File: config.mk
export PLATFORM = sky130hd
export DESIGN_NAME = ecp5pll_phase_ctrl
export DESIGN_NICKNAME = d
export VERILOG_FILES = /design/src/rtl/ecp5pll_pkg.sv /design/src/rtl/ecp5pll_lock_qual.sv /design/src/rtl/ecp5pll_phase_ctrl.sv
export SDC_FILE = /design/constraint.sdc
export NUM_CORES = 1
export LEC_CHECK = 0
export CAP_MARGIN = 20
export CORE_ASPECT_RATIO = 1.75
export CORE_MARGIN = 2
export CORE_UTILIZATION = 55
export CTS_CLUSTER_SIZE = 12
export DETAILED_ROUTE_END_ITERATION = 8
export PLACE_DENSITY_LB_ADDON = 0.05
export SYNTH_ARGS = -nofsm -noshare
export SYNTH_HDL_FRONTEND = slang
export SYNTH_HIERARCHICAL = 1
export SYNTH_SLANG_ARGS = --single-unit
File: constraint.sdc
create_clock -name clk_i -period 3.19 [get_ports clk_i]
set_input_delay 0.957 -clock clk_i [delete_from_list [all_inputs] [get_ports clk_i]]
set_output_delay 0.957 -clock clk_i [all_outputs]
set_load 0.05 [all_outputs]
File: src/rtl/ecp5pll_pkg.sv
// Shared types and constants for the ECP5 PLL dynamic phase-shift sequencer.
package ecp5pll_pkg;

  typedef enum logic [2:0] {
    IDLE,
    SETUP,
    PULSE,
    GAP,
    DONE
  } state_t;

  typedef logic [1:0] chan_t;

  localparam logic DIR_DELAY   = 1'b0;
  localparam logic DIR_ADVANCE = 1'b1;

  function automatic int max3(input int a, input int b, input int c);
    int m;
    m = (a > b) ? a : b;
    return (m > c) ? m : c;
  endfunction

endpackage

File: src/rtl/ecp5pll_lock_qual.sv
// Lock qualifier: synchronises the PLL lock flag, requires LOCK_CYC consecutive
// locked cycles before declaring stable, and counts stable 1->0 events.
module ecp5pll_lock_qual import ecp5pll_pkg::*; #(
  parameter int LOCK_CYC = 1024
) (
  input  logic       clk_i,
  input  logic       resetn,
  input  logic       locked_i,
  output logic       stable,
  output logic [7:0] lock_loss
);

  localparam int CNT_W = $clog2(LOCK_CYC + 1);
  localparam logic [CNT_W-1:0] CNT_LOAD = CNT_W'(LOCK_CYC);

  logic             sync1;
  logic             sync2;
  logic             stable_q;
  logic [CNT_W-1:0] cnt;

  // Down-counter reloads whenever synced lock is low; terminal count means qualified.
  assign stable = sync2 && (cnt == '0);

  always_ff @(posedge clk_i or negedge resetn) begin
    if (!resetn) begin
      sync1     <= 1'b0;
      sync2     <= 1'b0;
      cnt       <= CNT_LOAD;
      stable_q  <= 1'b0;
      lock_loss <= 8'd0;
    end else begin
      sync1    <= locked_i;
      sync2    <= sync1;
      stable_q <= stable;
      if (!sync2)
        cnt <= CNT_LOAD;
      else if (cnt != '0)
        cnt <= cnt - 1'b1;
      if (stable_q && !stable && (lock_loss != 8'hFF))
        lock_loss <= lock_loss + 8'd1;
    end
  end

endmodule

File: src/rtl/ecp5pll_phase_ctrl.sv
// Sequencer for the ECP5 PLL dynamic phase-shift port: timed setup/pulse/gap
// generation, per-output phase position tracking, and lock-loss abort handling.
//
//   state | meaning
//   IDLE  | waiting for a request; ready when lock is stable
//   SETUP | phasesel/phasedir settling before the first pulse
//   PULSE | phasestep or phaseloadreg held high
//   GAP   | low time after a pulse; next pulse or finish
//   DONE  | one-cycle completion, done_o (and abort_o) high
module ecp5pll_phase_ctrl import ecp5pll_pkg::*; #(
  parameter int SETUP_CYC = 2,
  parameter int PULSE_CYC = 4,
  parameter int GAP_CYC   = 4,
  parameter int LOCK_CYC  = 1024,
  parameter int STEPS_W   = 8,
  parameter int POS_W     = 10
) (
  input  logic               clk_i,
  input  logic               resetn,
  input  logic               locked_i,
  input  logic               req_valid_i,
  output logic               req_ready_o,
  input  logic [1:0]         req_chan_i,
  input  logic               req_dir_i,
  input  logic [STEPS_W-1:0] req_steps_i,
  input  logic               req_load_i,
  output logic [1:0]         phasesel_o,
  output logic               phasedir_o,
  output logic               phasestep_o,
  output logic               phaseloadreg_o,
  output logic               busy_o,
  output logic               stable_o,
  output logic               done_o,
  output logic               abort_o,
  input  logic [1:0]         pos_chan_i,
  output logic [POS_W-1:0]   pos_o,
  output logic [7:0]         lock_loss_o
);

  localparam int TMR_W = $clog2(max3(SETUP_CYC, PULSE_CYC, GAP_CYC) + 1);
  localparam logic [TMR_W-1:0] T_SETUP = TMR_W'(SETUP_CYC - 1);
  localparam logic [TMR_W-1:0] T_PULSE = TMR_W'(PULSE_CYC - 1);
  localparam logic [TMR_W-1:0] T_GAP   = TMR_W'(GAP_CYC - 1);

  state_t             state;
  logic               load;
  logic [STEPS_W-1:0] rem;
  logic [TMR_W-1:0]   tmr;
  logic [POS_W-1:0]   pos [4];
  logic               stable;

  ecp5pll_lock_qual #(.LOCK_CYC(LOCK_CYC)) u_lock_qual (
    .clk_i     (clk_i),
    .resetn    (resetn),
    .locked_i  (locked_i),
    .stable    (stable),
    .lock_loss (lock_loss_o)
  );

  assign stable_o    = stable;
  assign busy_o      = (state != IDLE);
  assign req_ready_o = stable && (state == IDLE);
  assign pos_o       = pos[pos_chan_i];

  always_ff @(posedge clk_i or negedge resetn) begin
    if (!resetn) begin
      state          <= IDLE;
      load           <= 1'b0;
      rem            <= '0;
      tmr            <= '0;
      pos            <= '{default: '0};
      phasesel_o     <= 2'd0;
      phasedir_o     <= 1'b0;
      phasestep_o    <= 1'b0;
      phaseloadreg_o <= 1'b0;
      done_o         <= 1'b0;
      abort_o        <= 1'b0;
    end else begin
      done_o  <= 1'b0;
      abort_o <= 1'b0;
      case (state)
        IDLE: begin
          if (req_valid_i && req_ready_o) begin
            phasesel_o <= req_chan_i;
            phasedir_o <= req_dir_i;
            load       <= req_load_i;
            // A load is one pulse, so it rides the same remaining-step path.
            rem        <= req_load_i ? STEPS_W'(1) : req_steps_i;
            tmr        <= T_SETUP;
            if (!req_load_i && (req_steps_i == '0)) begin
              state  <= DONE;
              done_o <= 1'b1;
            end else begin
              state <= SETUP;
            end
          end
        end
        SETUP: begin
          if (!stable) begin
            state   <= DONE;
            done_o  <= 1'b1;
            abort_o <= 1'b1;
          end else if (tmr == '0) begin
            state          <= PULSE;
            tmr            <= T_PULSE;
            phasestep_o    <= !load;
            phaseloadreg_o <= load;
          end else begin
            tmr <= tmr - 1'b1;
          end
        end
        PULSE: begin
          if (tmr == '0) begin
            phasestep_o    <= 1'b0;
            phaseloadreg_o <= 1'b0;
            rem            <= rem - 1'b1;
            tmr            <= T_GAP;
            state          <= GAP;
            if (load)
              pos[phasesel_o] <= '0;
            else if (phasedir_o == DIR_ADVANCE)
              pos[phasesel_o] <= pos[phasesel_o] - 1'b1;
            else
              pos[phasesel_o] <= pos[phasesel_o] + 1'b1;
          end else begin
            tmr <= tmr - 1'b1;
          end
        end
        GAP: begin
          if (tmr == '0) begin
            if (!stable || (rem == '0)) begin
              state   <= DONE;
              done_o  <= 1'b1;
              abort_o <= !stable;
            end else begin
              state       <= PULSE;
              tmr         <= T_PULSE;
              phasestep_o <= 1'b1;
            end
          end else begin
            tmr <= tmr - 1'b1;
          end
        end
        DONE: begin
          state <= IDLE;
        end
        default: begin
          state <= IDLE;
        end
      endcase
    end
  end

endmodule

**Yosys cells after proc, flatten, opt, wreduce, memory -nomap -nowiden**

Index checks and enable logic that the tools add are counted.

- Output and inout bits: 28
- Bits in registers: 84
- Logic and storage cells: 124

- Bitwise gates (word level): 4
- Magnitude comparators: 3
- Multiplexer cells: 50
- Equality and inequality tests: 13
- Add/subtract/negate cells: 6
- Reductions and logical operators: 29

Operator list:

| cell | number |
|---|---|
| 40-bit bitwise mux | 2 |
| 40-bit two-way mux | 2 |
| 10-bit two-way mux | 5 |
| 40-bit AND | 1 |
| 10-bit binary-select mux with 2-bit select | 2 |
| 40-bit NOT | 1 |
| 3-bit two-way mux | 12 |
| 8-bit two-way mux | 3 |
| 3-bit case mux with 4 select lines | 2 |
| 11-bit two-way mux | 2 |
| 10-bit demux with 2-bit select | 1 |
| 8-bit zero test | 2 |
| 8-bit case mux with 2 select lines | 1 |
| 1-bit two-way mux | 14 |
| 2-bit != test (second input constant) | 6 |
| 4-bit AND reduction | 3 |
| 11-bit zero test | 1 |
| 11-bit nonzero test | 1 |
| 11-bit by 1-bit subtractor with 11-bit output (second input constant) | 1 |
| 10-bit by 1-bit adder with 10-bit output (second input constant) | 1 |
| 10-bit by 1-bit subtractor with 10-bit output (second input constant) | 1 |
| 8-bit by 1-bit adder with 8-bit output (second input constant) | 1 |
| 8-bit != test (second input constant) | 1 |
| 8-bit by 1-bit subtractor with 8-bit output (second input constant) | 1 |
| other kinds (20) | 38 |

**Longest topological paths before layout**

- Depth in word-level cells: 8
- Gate-level depth with buffers: 11
- Gate-level depth less buffers: 10

**Hierarchy**

Netlist, hierarchy kept.

Modules (own cells, without submodules):

| module | area an instance (um^2) | cells each | sequential area each (um^2) | times used |
|---|---|---|---|---|
| ecp5pll_phase_ctrl | 3981.3 | 417 | 1551.5 | 1 |
| ecp5pll_lock_qual | 1127.3 | 98 | 551.8 | 1 |

**Worst setup path before layout**

OpenSTA, ideal clock, no wires.

- Path type: register to output
- From: reg u_lock_qual.cnt[0]
- To: out req_ready_o
- Required time: 2.233 ns
- Cell stages (with the launch flop): 7
- Buffers on the path: 0
- Setup slack: -0.427 ns
- Arrival time: 2.660 ns
- Cells stage by stage: dfrtp_1 inv_1 ha_1 nor3b_1 nand2_1 nor2_1 and2_1

- Cells in the longest elaborated chain, start to end: 3

Ends and longest elaborated chain:

| element | RTL line | source |
|---|---|---|
| from (decl) | ecp5pll_lock_qual.sv:19 | `logic [CNT_W-1:0] cnt;` |
| from (signal assigned) | ecp5pll_lock_qual.sv:38 | `cnt <= cnt - 1'b1;` |
| 11-bit zero test | ecp5pll_lock_qual.sv:22 | `assign stable = sync2 && (cnt == '0);` |
| 1-bit logical AND | ecp5pll_lock_qual.sv:22 |  |
| net stable_o | ecp5pll_phase_ctrl.sv:32 | `output logic stable_o,` |
| 1-bit logical AND | ecp5pll_phase_ctrl.sv:62 | `assign req_ready_o = stable && (state == IDLE);` |
| to (decl) | ecp5pll_phase_ctrl.sv:22 | `output logic req_ready_o,` |

The timed path passes the listed nets, and every way through them passes these cells.

**Worst setup path after layout**

- From: in pos_chan_i[0]
- To: out pos_o[3]

- Cells in the longest elaborated chain, start to end: 4

Ends and longest elaborated chain:

| element | RTL line | source |
|---|---|---|
| from (decl) | ecp5pll_phase_ctrl.sv:35 | `input logic [1:0] pos_chan_i,` |
| 2-bit NOT with 3-bit output (implied by the code) | ecp5pll_phase_ctrl.sv:63 | `assign pos_o = pos[pos_chan_i];` |
| 10-bit binary-select mux with 2-bit select | ecp5pll_phase_ctrl.sv:63 |  |
| 10-bit two-way mux (implied by the code) (2 in series) | ecp5pll_phase_ctrl.sv:63 |  |
| to (decl) | ecp5pll_phase_ctrl.sv:36 | `output logic [POS_W-1:0] pos_o,` |

Every way passes these cells. The select of a mux whose other input is x is not followed.

==> reports/metrics.yaml <==
core_um2: 9040
synth_top_area_frac: 0.407
die_h_um: 131
grt_max_degree: 44
grt_first_pass_wirelength_um: 21100
preCtsSetupSlack_ps: -142
r2r_end: "pos[9]"
syn_avg_cell_area_um2: 9.92
synth_area_leaders: "dfrtp_1 (41%), mux4_2 (5.7%), nand2_1 (4.2%), mux4_1 (4.1%), nor2_1 (3.2%)"
outcome: "finished clean"
drtIter0Drc: 246
rr_startpoint: "phasesel_o[0]"
drive_gt1_frac: 0.167
num_antenna_cells: 0
htreeDepth: 3
ys.flop_type: "dfrtp_1"
setup_violations: 0
hp-class: "reg2reg"
cts_buffers: 9
cts_root_buffer: "clkbuf_16"
synth_seq_area_share: 0.412
powerDensity_nw_per_um2: 589
syn_inst: 515
power.leakage_nw: 2.65
drt_wl_total_um: 12700
crit_start: "pos_chan_i[0]"
finClkSkew_ps: 6.59
fin_crit_ps: 3130
critPathLaunchType: "input pin"
final_antenna_net_count: 0
rsz0062_at_grt: "false"
grtUsageTotal: 0.266
cts_tree: "built"
finalHoldViolations: 0
relSlewSlack: 0.315
die_area_um2: 10100
route.detailed.drc: 0
dp_hpwl_um: 8910
die_w_um: 76.9
ir_worst_vdd_uv: 442
ys_ff_latch: 84
clkLatencyLatePin_ps: 340
postSynth.asyncResetShare: 1.00
netlist_area_um2: 5110
ys_warn_count: 6
antenna_found_initial: 0
synth_edf_count: 0
synth_top_area_cell: "dfrtp_1"
clkTransAtPathRegs_ps: 60
r2r_slack_ps: 340
via_count: 4257
wire_per_inst_um: 18.6
hold_buffers: 0
fin_crit_sh: 0.980
required_ps: 2230
reg2reg_depth: 5
yosysUniqueCellTypes: 69
holdPathEnd: "u_lock_qual/sync2"
syn_nets: 540
cts.sinks: 84
slew_viol_final: 0
cp_max_fo: 5
nets: 584
place.gp.congestion: 0.853
num_rows: 46
finalPower_mw: 3.59
cp_data_arrival_time_ps: 2170
num_io_pins: 46
mostFrequentLayoutCell: "dfrtp_1"
hold_start: "u_lock_qual/sync1"
worstSetupPathType: "in2out"
clk_path_buf_depth: 2
whs_path_depth: 0
grt_overflow: 0
via_per_inst: 6.22
io_buffers: 45
setup_tns_ps: 0
max_freq_mhz: 320
fin_util: 0.675
tightestPinTransition_ps: 1010
setup_slack_ps: 64.3
drv_cap: 0
end_kind: "output port"
grt_pass1_vias: 4280
final_cell_mix: "dfrtp_1 (83), nand2_1 (57), nor2_1 (43)"
start_util: 0.565
dr.pass1.iters: 4
fill_cells: 755
area_growth_pct: 19.3
## kinds of logic (layout without fill, tap and decap cells)
| family | count (synthesis) | count (layout) | synth area share |
|---|---|---|---|
| AOI/OAI and AO/OA | 101 | 101 | 0.139 |
| adders and majority gates | 7 | 7 | 0.0171 |
| DFF | 84 | 84 | 0.412 |
| xor gates and xnor gates | 12 | 12 | 0.0206 |
| and+or+nand+nor | 224 | 224 | 0.233 |
| buffers and inverters | 47 | 96 | 0.0407 |
| muxes | 40 | 40 | 0.138 |
## cells in the mapped netlist (4+ instances only)
cell      count
xor2_1        4
o31ai_1      14
nand2_1      57
buf_2         6
a22o_1        4
a21oi_1      15
or3_1         7
nand3_1      23
o21ai_0      24
nor3_1       27
or2_2         5
nand4_1      11
and3_1        4
and2_1        4
mux2_2        8
dfrtp_1      83
nor2b_1       5
xnor2_1       8
inv_1        16
ha_1          7
mux2i_1       9
mux4_1        8
nor2_1       44
clkbuf_1     21
mux4_2       13
nand2b_1     10
a31oi_1      10
a211o_1       5
## worst max path at each step
stage and to:
6_report pos_o[3], 5_1_grt req_ready_o, 4_1_cts req_ready_o, 3_5_place_dp pos_o[6], 3_3_place_gp pos_o[0], 2_1_floorplan pos_o[0]
## layer usage
metal,GRT usage,vias up,part of all wire
met3,0.0371,31,0.032
met1,0.288,2123,0.37
met4,0.137,0,0.037
met2,0.491,94,0.56
li1,-,2009,-
met5,0,-,0
## area by class of cell
type | instances | area, µm² | area share
multi-input combinational | 384 | 2810 | 0.461
sequential | 84 | 2100 | 0.345
timing repair buffer | 64 | 669 | 0.110
clock buffer | 11 | 243 | 0.0398
tap | 120 | 150 | 0.0246
clock inverter | 5 | 60.1 | 0.00985
inverter | 16 | 60.1 | 0.00985
## power by group
group          total [mW]  internal (mW)  switching [mW]  leakage, nW
sequential           1.42           1.21           0.215         1.14
clock                1.06          0.631           0.429        0.146
combinational        1.11          0.472           0.638         1.36
## critical path, cell delays in order
cell and delay (ps):
clkdlybuf4s15_2 230, bufbuf_16 290, mux4_2 490, buf_4 200
## through the flow
stage / hold slack [ps] / area, µm² / std cells
final: 349 / 6100 / 684
after global routing: 353 / 6100 / 684
after CTS: 351 / 6080 / 683
after detailed placement: 337 / 5750 / 666
after global placement: 341 / 5720 / 665
after floorplan: 331 / 5120 / 515
## flip-flops by register name, summed over array words and instances, names as in the netlist, 2 cells and up
signal	cells
tmr	3
pos	40
phasesel_o	2
rem	8
u_lock_qual/lock_loss	8
state	3
u_lock_qual/cnt	11
## what timing repair did
item,4_1_cts,5_1_grt
endpoints found under the setup margin,12,2
cloned,1,0
buffers inserted,0,1
hold endpoints to repair,0,0
gates resized for setup,3,1
pin swaps,1,1
No activity file was read; power rests on OpenSTA's default activity.
